===== src/rtl/step_ctrl_pkg.sv =====
// Shared types and constants for the single-step / run controller.
// Holds the FSM state and mode encodings and the reset tick divisor.
package step_ctrl_pkg;

    typedef enum logic [1:0] {
        ST_IDLE   = 2'b00,
        ST_STEP   = 2'b01,
        ST_RUN    = 2'b10,
        ST_HALTED = 2'b11
    } state_t;

    typedef enum logic [1:0] {
        MODE_HALT = 2'b00,
        MODE_STEP = 2'b01,
        MODE_AUTO = 2'b10,
        MODE_FREE = 2'b11
    } mode_t;

    localparam int DEFAULT_DIV = 100000000;

endpackage


===== src/rtl/step_controller_if.sv =====
// Control/status bundle between a debug host and step_controller.
// master: host side (drives mode/step/halt/divisor, reads status).
// slave : controller side (reads requests, drives cpu_en/tick/state/count).
interface step_controller_if #(
    parameter int DIV_W = 27,
    parameter int CNT_W = 16
);

    logic [1:0]       mode;
    logic             step_btn;
    logic             halt_req;
    logic             resume;
    logic             div_load;
    logic [DIV_W-1:0] div_value;
    logic             cpu_en;
    logic             tick;
    logic [1:0]       state;
    logic [CNT_W-1:0] step_count;

    modport master (
        output mode,
        output step_btn,
        output halt_req,
        output resume,
        output div_load,
        output div_value,
        input  cpu_en,
        input  tick,
        input  state,
        input  step_count
    );

    modport slave (
        input  mode,
        input  step_btn,
        input  halt_req,
        input  resume,
        input  div_load,
        input  div_value,
        output cpu_en,
        output tick,
        output state,
        output step_count
    );

endinterface


===== src/rtl/step_controller_tick_div.sv =====
// Programmable tick divider: one-cycle tick every div CLK cycles.
// Ports: CLK, RST (sync, high), load/div_value (reprogram), tick (out).
module tick_div #(
    parameter int DIV_W       = 27,
    parameter int DEFAULT_DIV = 100000000
) (
    input  logic             CLK,
    input  logic             RST,
    input  logic             load,
    input  logic [DIV_W-1:0] div_value,
    output logic             tick
);

    localparam logic [DIV_W-1:0] ONE = DIV_W'(1);
    localparam logic [DIV_W-1:0] RST_DIV =
        (DEFAULT_DIV < 2) ? ONE : DIV_W'(DEFAULT_DIV);

    logic [DIV_W-1:0] div_r;
    logic [DIV_W-1:0] cnt;
    logic             wrap;

    // >= rather than == keeps the counter bounded whatever div_r holds
    assign wrap = (cnt >= (div_r - ONE));

    always_ff @(posedge CLK) begin
        if (RST) begin
            div_r <= RST_DIV;
            cnt   <= '0;
            tick  <= 1'b0;
        end else if (load) begin
            // 0 and 1 both mean "tick every cycle"
            div_r <= (div_value <= ONE) ? ONE : div_value;
            cnt   <= '0;
            tick  <= 1'b0;
        end else begin
            tick <= wrap;
            cnt  <= wrap ? '0 : cnt + ONE;
        end
    end

endmodule


===== src/rtl/step_controller.sv =====
// Processor clock-enable controller: single-step, divided auto-run,
// free-run and halt. Ports: CLK, RST (sync, high), bus (slave side).
module step_controller #(
    parameter int DEFAULT_DIV = step_ctrl_pkg::DEFAULT_DIV,
    parameter int DIV_W       = 27,
    parameter int CNT_W       = 16
) (
    input  logic               CLK,
    input  logic               RST,
    step_controller_if.slave   bus
);

    import step_ctrl_pkg::*;

    state_t           state_q;
    state_t           state_d;
    mode_t            mode;
    logic             btn_q;
    logic             btn_q2;
    logic             step_ev;
    logic             tick_w;
    logic             cpu_en_q;
    logic             cpu_en_d;
    logic             resume_ok;
    logic [CNT_W-1:0] count_q;

    assign mode = mode_t'(bus.mode);

    tick_div #(
        .DIV_W       (DIV_W),
        .DEFAULT_DIV (DEFAULT_DIV)
    ) u_div (
        .CLK       (CLK),
        .RST       (RST),
        .load      (bus.div_load),
        .div_value (bus.div_value),
        .tick      (tick_w)
    );

    // Two-stage sample: btn_q is the registered button, btn_q2 its
    // previous value, so a held button produces one rising event.
    always_ff @(posedge CLK) begin
        if (RST) begin
            btn_q  <= 1'b0;
            btn_q2 <= 1'b0;
        end else begin
            btn_q  <= bus.step_btn;
            btn_q2 <= btn_q;
        end
    end

    assign step_ev = btn_q & ~btn_q2;

    assign resume_ok = (state_q == ST_HALTED)
                     & bus.resume & ~bus.halt_req;

    always_ff @(posedge CLK) begin
        if (RST) begin
            state_q <= ST_IDLE;
        end else begin
            state_q <= state_d;
        end
    end

    always_comb begin
        state_d = state_q;
        unique case (state_q)
            ST_IDLE: begin
                if (bus.halt_req) begin
                    state_d = ST_HALTED;
                end else if (mode == MODE_STEP && step_ev) begin
                    state_d = ST_STEP;
                end else if (mode == MODE_AUTO
                          || mode == MODE_FREE) begin
                    state_d = ST_RUN;
                end
            end
            ST_STEP: begin
                state_d = bus.halt_req ? ST_HALTED : ST_IDLE;
            end
            ST_RUN: begin
                if (bus.halt_req) begin
                    state_d = ST_HALTED;
                end else if (mode == MODE_HALT
                          || mode == MODE_STEP) begin
                    state_d = ST_IDLE;
                end
            end
            ST_HALTED: begin
                if (resume_ok) begin
                    state_d = ST_IDLE;
                end
            end
            default: state_d = ST_IDLE;
        endcase
    end

    // Enable for the following cycle; a sampled halt_req always wins.
    always_comb begin
        cpu_en_d = 1'b0;
        if (!bus.halt_req) begin
            unique case (state_q)
                ST_STEP: cpu_en_d = 1'b1;
                ST_RUN: begin
                    cpu_en_d = (mode == MODE_FREE)
                             | ((mode == MODE_AUTO) & tick_w);
                end
                default: cpu_en_d = 1'b0;
            endcase
        end
    end

    always_ff @(posedge CLK) begin
        if (RST) begin
            cpu_en_q <= 1'b0;
        end else begin
            cpu_en_q <= cpu_en_d;
        end
    end

    always_ff @(posedge CLK) begin
        if (RST) begin
            count_q <= '0;
        end else if (resume_ok) begin
            count_q <= '0;
        end else if (cpu_en_q && (count_q != {CNT_W{1'b1}})) begin
            count_q <= count_q + CNT_W'(1);
        end
    end

    assign bus.cpu_en     = cpu_en_q;
    assign bus.tick       = tick_w;
    assign bus.state      = state_q;
    assign bus.step_count = count_q;

endmodule


===== src/flat_wrapper.sv =====
// flat-port wrapper written by rule: the top's interface ports become plain ports
module step_controller_flat import step_ctrl_pkg::*;
#(
    parameter int DEFAULT_DIV = step_ctrl_pkg::DEFAULT_DIV,
    parameter int DIV_W       = 27,
    parameter int CNT_W       = 16
)
  (CLK, RST, bus_mode, bus_step_btn, bus_halt_req, bus_resume, bus_div_load, bus_div_value, bus_cpu_en, bus_tick, bus_state, bus_step_count);
  step_controller_if #(.DIV_W(DIV_W), .CNT_W(CNT_W)) bus_i ();
  input  logic CLK;
  input  logic RST;
  input wire logic [$bits(bus_i.mode)-1:0] bus_mode;
  input wire logic [$bits(bus_i.step_btn)-1:0] bus_step_btn;
  input wire logic [$bits(bus_i.halt_req)-1:0] bus_halt_req;
  input wire logic [$bits(bus_i.resume)-1:0] bus_resume;
  input wire logic [$bits(bus_i.div_load)-1:0] bus_div_load;
  input wire logic [$bits(bus_i.div_value)-1:0] bus_div_value;
  output wire logic [$bits(bus_i.cpu_en)-1:0] bus_cpu_en;
  output wire logic [$bits(bus_i.tick)-1:0] bus_tick;
  output wire logic [$bits(bus_i.state)-1:0] bus_state;
  output wire logic [$bits(bus_i.step_count)-1:0] bus_step_count;
  assign bus_i.mode = bus_mode;
  assign bus_i.step_btn = bus_step_btn;
  assign bus_i.halt_req = bus_halt_req;
  assign bus_i.resume = bus_resume;
  assign bus_i.div_load = bus_div_load;
  assign bus_i.div_value = bus_div_value;
  assign bus_cpu_en = bus_i.cpu_en;
  assign bus_tick = bus_i.tick;
  assign bus_state = bus_i.state;
  assign bus_step_count = bus_i.step_count;
  step_controller #(.DEFAULT_DIV(DEFAULT_DIV), .DIV_W(DIV_W), .CNT_W(CNT_W)) u_core (.CLK(CLK), .RST(RST), .bus(bus_i));
endmodule

===== config.mk =====
export PLATFORM = sky130hd
export DESIGN_NAME = step_controller_flat
export DESIGN_NICKNAME = d
export VERILOG_FILES = /design/src/rtl/step_ctrl_pkg.sv /design/src/rtl/step_controller_if.sv /design/src/rtl/step_controller_tick_div.sv /design/src/rtl/step_controller.sv /design/src/flat_wrapper.sv
export SDC_FILE = /design/constraint.sdc
export NUM_CORES = 1
export LEC_CHECK = 0
export ABC_AREA = 1
export CORE_MARGIN = 4
export CORE_UTILIZATION = 48
export CTS_CLUSTER_DIAMETER = 100
export DETAILED_ROUTE_END_ITERATION = 10
export GPL_TIMING_DRIVEN = 0
export PLACE_DENSITY = 0.8
export SLEW_MARGIN = 10
export SYNTH_ARGS = -nofsm -noshare
export SYNTH_HDL_FRONTEND = slang
export SYNTH_SLANG_ARGS = --single-unit

===== constraint.sdc =====
create_clock -name CLK -period 6.12 [get_ports CLK]
set_clock_uncertainty 0.1 [all_clocks]
set_input_delay 1.224 -clock CLK [delete_from_list [all_inputs] [get_ports CLK]]
set_output_delay 1.224 -clock CLK [all_outputs]
set_load 0.02 [all_outputs]

### Word-level counts from Yosys, hierarchy flattened

Cells that the tools add are included.

| cells by class | value |
|---|---|
| reduce and logical (&&, ||, !) cells | 11 |
| add/subtract/negate cells | 3 |
| $lt $le $gt $ge | 2 |
| mux-type cells | 10 |
| bitwise logic cells | 7 |
| equal/unequal tests | 10 |

Operators with widths:

| kind | count |
|---|---|
| $add 27x1->27 const B | 1 |
| $ge 27x27->1 | 1 |
| $le 27x1->1 const B | 1 |
| $mux 27 | 1 |
| $sub 27x1->27 const B | 1 |
| $add 16x1->16 const B | 1 |
| $ne 16x16->1 const B | 1 |
| $mux 2 | 7 |
| $eq 2x2->1 const B | 4 |
| $pmux 2 s4 | 1 |
| $reduce_or 2->1 | 3 |
| $and 1x1->1 | 4 |
| $eq 2x1->1 const B | 2 |
| $logic_not 2->1 | 2 |
| $ne 4x2->1 const B | 1 |
| $ne 3x2->1 const B | 1 |
| $reduce_and 3->1 | 1 |
| $reduce_or 3->1 | 1 |
| $logic_and 1x1->1 | 2 |
| $logic_or 1x1->1 | 2 |
| $ne 2x1->1 const B | 1 |
| $not 1->1 | 2 |
| $pmux 1 s2 | 1 |
| $or 1x1->1 | 1 |

| word-level totals | value |
|---|---|
| bits in registers | 76 |
| output and inout port bits | 20 |
| logic and storage cells | 51 |

### Depth between registers and ports, before layout

Gate-level depths: netlist (run 1).

| depth | value |
|---|---|
| depth after elaboration | 6 |
| depth in mapped cells | 19 |
| depth with buffers taken out | 19 |

### By module

A second synthesis (run 1) with hierarchy kept.

| second synthesis, totals | value |
|---|---|
| cells, all modules | 749 |
| area total of the unflattened synthesis | 5039.8 µm² |

Modules (own cells, without submodules):

| module | instances | area each (µm²) | cells each |
|---|---|---|---|
| tick_div | 1 | 3813.7 | 565 |
| step_controller | 1 | 1226.2 | 184 |

### Worst setup path before layout (run 1)

Ideal clock, no wire load.

| path | value |
|---|---|
| kind | reg2reg |
| from | register u_core.u_div.div_r[0] |
| to | register u_core.u_div.cnt[15] |
| data required time | 5956 ps |
| slack | 3458 ps |
| setup time | 64 ps |
| path buffers | 1 |
| cell stages (with the launch flop) | 17 |
| period minus slack after synthesis | 2662 ps |
| arrival | 2498 ps |
| path through | dfxtp_1 inv_1 ha_1 nand2_1 nor2_4 nand4_2 inv_2 nand3_1 xor2_1 ha_1 a21o_1 nor2_1 nand2_1 a21oi_2 nand4_4 buf_6 nor2_1 |

| on the way | value |
|---|---|
| word-level cells in the longest chain between the ends | 3 |

Ends and longest elaborated chain:

| item | RTL line | text |
|---|---|---|
| start, declared | step_controller_tick_div.sv:18 | `logic [DIV_W-1:0] div_r;` |
| start signal, assigned | step_controller_tick_div.sv:32 | `div_r <= (div_value <= ONE) ? ONE : div_value;` |
| $sub 27x1->27 | step_controller_tick_div.sv:23 | `assign wrap = (cnt >= (div_r - ONE));` |
| $ge 27x27->1 | step_controller_tick_div.sv:23 |  |
| $reduce_or 3->1 (no line) | n/a |  |
| end signal, assigned | step_controller_tick_div.sv:37 | `cnt <= wrap ? '0 : cnt + ONE;` |
| end, declared | step_controller_tick_div.sv:19 | `logic [DIV_W-1:0] cnt;` |

Every way passes these cells.
A chain may end at the register's enable or synchronous reset.

### Final worst setup path (run 1)

| path | value |
|---|---|
| from | register u_core.u_div.div_r[0] |
| to | register u_core.u_div.cnt[21] |

The elaborated chain is that of the path after synthesis.

==> summary.md, run 1 <==
| Metric | Value |
|---|---|
| Status | `completed` |
| Mean Syn Cell Area | `6.99 um^2` |
| Final Slew Violations | `0` |
| Largest area contributor in the synthesized netlist | `dfxtp_1` |
| DR pass1 iterations | `5` |
| Via density | `5.17` |
| Synth Warn # | `0` |
| Die area | `11900 um^2` |
| GRT overflow | `0` |
| Share of cells above drive strength 1 | `7.80%` |
| Chip width | `109 um` |
| Post-CTS Hold Buffers | `0` |
| Synth Area in Adders | `8.94%` |
| WL per Instance | `13.6 um` |
| Crit Path Category | `flop to flop` |
| # H-tree levels | `3` |
| Hold Path Class | `flop to flop` |
| Global placement routability congestion | `0.950` |
| DR vias | `4659` |
| Initial antenna violation count | `0` |
| Fin crit period | `3080 ps` |
| Clock latency on the worst-skew pair | `360 ps` |
| Mux cell area share after synthesis | `0%` |
| Main combinational cell family by area after synthesis | `simple AND/OR/NAND/NOR gates` |
| Final worst slack | `3040 ps` |
| Maximum VDD drop | `0.107 mV` |
| N_diodes | `0` |
| # setup viols final | `0` |
| Crit path capture type | `flop` |
| CTS tree | `built` |
| Final instance area | `5780 um^2` |
| Clock slew at reported path FFs | `80 ps` |
| Post-synth top area share | `31.0%` |
| Post-synth top cells | `nand2_1, nor2_1, inv_1, dfxtp_1, nand3_1` |
| CTS Buf Count | `9` |
| Syn Std Cell Area | `4900 um^2` |
| Max Clk Rate | `325 MHz` |
| Ys flop type | `dfxtp_1` |
| Static leakage | `0.00239 uW` |
| Number of buffers added on ports | `52` |
| Pin count of the biggest net entering global routing | `14` |
| Final TNS setup | `0 ps` |
| Initial Util | `49.7%` |
| Simple-gate share of the synthesized area | `34.8%` |
| CP Launch Type | `flop` |
| Period utilisation layout | `50.3%` |
| Max Cap Violations | `0` |
| Max FO, Critical Path | `10` |
| Worst slew pin tran | `611 ps` |
| Worst-case reg-to-reg path depth | `16` |
| Post-Synth XOR/XNOR Area | `9.47%` |
| Largest cells by area after synthesis | `dfxtp_1, nand2_1, ha_1` |
| Row cnt | `36` |
| Hold Vio Cnt, Final | `0` |
| Cell variety after synth | `41` |
| Syn_nets | `771` |
| Register area share after synthesis | `31.0%` |
| Vias in the first global route | `4325` |
| CTS root buf | `clkbuf_8` |
| Iter 0 DRT Violations | `289` |
| First-pass GRT wire length | `20.3 mm` |
| Post-synthesis compound-gate area fraction | `7.22%` |
| Routed Antenna Nets | `0` |
| RSZ-0062 raised after global routing | `false` |
| Bufs on Longest Clock Path | `2` |
| RR Startpoint | `u_core.u_div.div_r[0]` |
| Post-Route WL | `12.3 mm` |
| Placed Cells | `886` |
| Placed cell area | `5590 um^2` |
| CP Capture Point | `u_core.u_div.cnt[21]` |
| # resized after CTS | `0` |
| Final HPWL from detailed placement | `9.74 mm` |
| Post-CTS setup buffer count | `0` |
| Synth Register Bits | `76` |
| Final layout net count | `834` |
| Max_slew headroom | `59.1%` |
| FFs w/ async S/R, synth | `0%` |
| Synth Instances | `701` |
| Residual DRC | `0` |
| Layout area overhead | `17.9%` |
| Hold slack final | `330 ps` |
| Most frequent cell after synthesis | `nand2_1` |
| WP data arrival | `3270 ps` |
| Critical Path Start | `u_core.u_div.div_r[0]` |
| Core footprint | `9860 um^2` |
| GRT Overall Usage | `21.4%` |
| Post-Layout Cell Count | `902` |
| Reg-to-reg endpoint | `u_core.u_div.cnt[21]` |
| Post-synth EDFFs | `0` |
| PD cells | `190 nW/um^2` |
| Top-level port count | `55` |
| Crit path required time | `6320 ps` |
| FF-to-FF setup slack | `3040 ps` |
| Clock sinks | `76` |
| Die Ht | `109 um` |
| Dpl ws | `3050 ps` |
[power breakdown]
part	switching, uW	leakage [uW]	internal (uW)
clock	200	0.0000927	189
sequential	16.5	0.000620	511
combinational	107	0.00167	75.7
total	324	0.00239	775
[layout make-up]
class	instances	area [um^2]
plain buffers	13	81.3
clock buffers	10	128
clock inverters	6	63.8
fillers	892	4090
inverters	89	334
multi-input cells	523	2960
flip-flops and latches	76	1520
well taps	133	166
repair buffers	52	520
[placed cells by master, fill, tap and decap left out, drive strengths merged, types with 2 or more instances in the layout]
cell type,instances
a21oi,24
buf,7
clkbuf,16
clkdlybuf4s50,52
clkinv,3
clkinvlp,2
dfxtp,76
ha,35
inv,89
nand2,171
nand3,48
nand3b,5
nand4,12
nor2,110
nor3,20
nor4,6
o211ai,8
o21a,3
o21ai,19
o21bai,3
xnor2,12
xor2,41
[cells by family (layout without fill, tap and decap cells)]
kind of cell,Yosys count,in the layout
AND/OR/NAND/NOR,375,375
buffers and inverters,102,170
flip-flops,76,76
AO/OA/AOI/OAI,60,60
XOR/XNOR,53,53
adder cells (fa/ha/maj),35,35
[worst min path at each step]
stage | slack [ps] | startpoint | cells past startpoint | end
2_1_floorplan | 300 | u_core.btn_q | 2 | u_core.btn_q2
3_3_place_gp | 310 | u_core.btn_q | 2 | u_core.btn_q2
3_5_place_dp | 320 | u_core.btn_q | 2 | u_core.btn_q2
4_1_cts | 330 | u_core.btn_q | 2 | u_core.btn_q2
5_1_grt | 350 | u_core.btn_q | 2 | u_core.btn_q2
6_report | 330 | u_core.btn_q | 2 | u_core.btn_q2
[critical path, stage by stage, from the launching register on]
cell	delay, ps
dfxtp_1	310
inv_1	140
ha_1	230
nand2_1	130
nor2_4	210
nand4_2	180
inv_2	100
nand3_1	80
xor2_1	170
ha_1	310
a21o_1	190
nor2_1	100
nand2_1	70
a21oi_2	170
nand4_4	210
buf_6	220
nor2_1	90
[registers in the layout, summed over array words and instances (netlist names)]
| name | count |
|---|---|
| u_core.u_div.cnt | 27 |
| u_core.u_div.div_r | 27 |
| u_core.bus.step_count | 16 |
| u_core.bus.state | 2 |
| u_core.btn_q | 1 |
| u_core.btn_q2 | 1 |
| u_core.bus.cpu_en | 1 |
| u_core.u_div.tick | 1 |
[per-layer routing]
| layer | wire (um) | part of all wire (%) | GRT usage [%] |
|---|---|---|---|
| met5 | 0 | 0 | 0 |
| met4 | 216 | 1.8 | 7.48 |
| met3 | 736 | 6.0 | 4.20 |
| met2 | 5700 | 46 | 34.3 |
| met1 | 5620 | 46 | 28.8 |
[metrics by stage]
stage	power (uW)	utilization, %
finish	1100	58.6
global route	1150	58.6
detailed placement	719	56.6
global placement	709	56.6
CTS	1100	58.6
floorplan	651	-
Note: power is estimated with default switching activity, not from simulation.
==> run 2, diff against run 1 <==
--- a/config.mk
+++ b/config.mk
@@ -11,7 +11,7 @@
 export CTS_CLUSTER_DIAMETER = 100
 export DETAILED_ROUTE_END_ITERATION = 10
 export GPL_TIMING_DRIVEN = 0
-export PLACE_DENSITY = 0.8
+export PLACE_DENSITY = 0.82
 export SLEW_MARGIN = 10
 export SYNTH_ARGS = -nofsm -noshare
 export SYNTH_HDL_FRONTEND = slang
==> constraint.sdc (replaced) <==
create_clock -name CLK -period 2.6 [get_ports CLK]
set_clock_uncertainty 0.1 [all_clocks]
set_input_delay 0.52 -clock CLK [delete_from_list [all_inputs] [get_ports CLK]]
set_output_delay 0.52 -clock CLK [all_outputs]
set_load 0.02 [all_outputs]
==> run 2 against run 1 <==
Effect of this change:
- the flow now finishes with violations (setup timing)
- sequential share of layout area fell by 1.9 points
- sequential cell count did not move
- register-to-register slack got worse by 3300 ps
- combinational power rose to 2.7 times the previous value
- worst setup slack got worse by 3300 ps
- fmax rose by 9.2%
- wire length fell by 3.5%
- non-clock buffer count rose by 25
- via count rose by 0.90%
- final area rose by 8.9%
- critical path depth rose by 3
==> summary.md, run 2 (synthesis gave the netlist of run 1 again) <==
| Metric | Value |
|---|---|
| Hold wc startpoint | `u_core.btn_q` |
| Clock latency on the worst-skew pair | `360 ps` |
| RSZ-0062 raised after global routing | `true` |
| GRT overflow | `0` |
| WP data arrival | `2970 ps` |
| CTS tree | `built` |
| Reg area | `1540 um^2` |
| DR pass1 iterations | `5` |
| Max_slew headroom | `66.1%` |
| Failing checks | `setup timing` |
| PD cells | `435 nW/um^2` |
| Critical-path top delay cell | `dfxtp_4` |
| Final instance area | `6300 um^2` |
| Post-CTS Hold Buffers | `0` |
| Clock slew at reported path FFs | `80 ps` |
| CP Buf/Inv Count | `5` |
| FF-to-FF setup slack | `-220 ps` |
| Bufs on Longest Clock Path | `2` |
| Post-Route WL | `11.8 mm` |
| Hold Path Class | `flop to flop` |
| Crit path required time | `2750 ps` |
| Initial Util | `49.7%` |
| CTS root buf | `clkbuf_8` |
| Row cnt | `36` |
| Vias in the first global route | `4423` |
| # H-tree levels | `3` |
| Worst-case reg-to-reg path depth | `19` |
| Clock sinks | `76` |
| Maximum VDD drop | `0.254 mV` |
| Static leakage | `0.00256 uW` |
| Global placement routability congestion | `0.870` |
| Fillers | `809` |
| Top-level port count | `55` |
| CP Launch Type | `flop` |
| Crit path max-delay family | `simple AND/OR/NAND/NOR gates` |
| Crit Path Category | `flop to flop` |
| N_diodes | `0` |
| Max FO, Critical Path | `5` |
| Most common cell after layout, fill and taps aside | `nand2_1` |
| Number of buffers added on ports | `52` |
| WL per Instance | `12.8 um` |
| Residual DRC | `0` |
| Dpl ws | `-330 ps` |
| Via density | `5.07` |
| CTS Buf Count | `9` |
| Final Slew Violations | `0` |
| Routed Antenna Nets | `0` |
| Final HPWL from detailed placement | `8.50 mm` |
| Core footprint | `9860 um^2` |
| Hold path cells | `2` |
| Chip width | `109 um` |
| Initial antenna violation count | `0` |
| Most frequent cells in the layout | `nand2_1, nor2_1, inv_1` |
| Crit path capture type | `flop` |
| RR Startpoint | `u_core.u_div.div_r[8]` |
| Share of cells above drive strength 1 | `18.5%` |
| Final layout net count | `859` |
| Hold endpoint | `u_core.btn_q2` |
| GRT Overall Usage | `20.0%` |
| Hold Vio Cnt, Final | `0` |
| Fin crit period | `2820 ps` |
| Period utilisation layout | `108%` |
| Die Ht | `109 um` |
| CP max stage delay | `360 ps` |
| Max Clk Rate | `355 MHz` |
| Final worst slack | `-218 ps` |
| Multi-input gate area | `3200 um^2` |
| Status | `complete, but fails checks` |
| Pin count of the biggest net entering global routing | `14` |
| Crit path cell chain | `nor2_4, inv_2, nor2_2, nand2_2, nor2_4, buf_6, nand4_1, xor2_1, inv_1, ha_4, nand2_2, nor2_2, nand2_1, nor2_1, nand2_2, nand4_4, buf_6, buf_8, nor2_1` |
| Layout area overhead | `28.5%` |
| First-pass GRT wire length | `19.1 mm` |
| Max Cap Violations | `0` |
| Placed cell area | `5600 um^2` |
| Final TNS setup | `-4910 ps` |
| Reg-to-reg endpoint | `u_core.u_div.cnt[16]` |
| Final core occ | `63.8%` |
| # setup viols final | `28` |
| Most frequent CP cell | `nand2_2` |
| Die area | `11900 um^2` |
| DR vias | `4701` |
| Worst slew pin tran | `507 ps` |
| Iter 0 DRT Violations | `182` |
run 2: repair_timing:
action / CTS / global route
buffers inserted: 15 / 9
resized for setup: 29 / 61
setup endpoints to repair: 28 / 28
pin swaps: 14 / 26
gates cloned: 2 / 0
run 2: worst max-delay path by stage:
stage | startpoint | endpoint | slack [ps] | cells after the start
6_report | u_core.u_div.div_r[8] | u_core.u_div.cnt[16] | -220 | 19
5_1_grt | u_core.u_div.div_r[18] | u_core.u_div.cnt[12] | -370 | 17
2_1_floorplan | u_core.u_div.div_r[0] | u_core.u_div.cnt[15] | 10 | 16
4_1_cts | u_core.u_div.div_r[1] | u_core.u_div.cnt[6] | -150 | 17
3_5_place_dp | u_core.u_div.div_r[10] | u_core.u_div.cnt[14] | -330 | 15
3_3_place_gp | u_core.u_div.div_r[10] | u_core.u_div.cnt[14] | -310 | 15
run 2: metal layers:
| layer | part of all wire [%] | routed length (um) | global-route usage [%] | vias up |
|---|---|---|---|---|
| met5 | 0 | 0 | 0 | - |
| met4 | 3.4 | 403 | 9.65 | 0 |
| met3 | 4.0 | 471 | 2.96 | 38 |
| met2 | 49 | 5760 | 35.1 | 111 |
| met1 | 44 | 5200 | 23.8 | 2123 |
| li1 | - | - | - | 2429 |
run 2: power breakdown:
part           leakage [uW]  internal, uW  switching (uW)
registers          0.000622          1210            47.9
logic               0.00184           225             269
clock network      0.000102           540             451
run 2: final cells by class:
type                       count  area share, %
clock inverter                 6           1.41
timing repair buffer          77           12.0
sequential                    76           24.4
tap                          133           2.64
inverter                      89           5.35
buffer                        13           1.35
clock buffer                  10           2.03
multi-input combinational    523           50.8
run 2: worst register-to-register path, delay by kind of cell, from the launching register on:
kind          cells  cell delay (ps)
simple gates     12             1260
buf+inv           5              510
xor+xnor          1              220
flops             1              360
fa+ha+maj         1              270
run 2: metrics by stage:
step / cells / hold WS [ps] / total power (uW)
3_5_place_dp: 886 / 317 / 1680
6_report: 927 / 328 / 2740
2_1_floorplan: 701 / 303 / 1540
4_1_cts: 919 / 331 / 2710
3_3_place_gp: 886 / 310 / 1670
5_1_grt: 927 / 374 / 2870
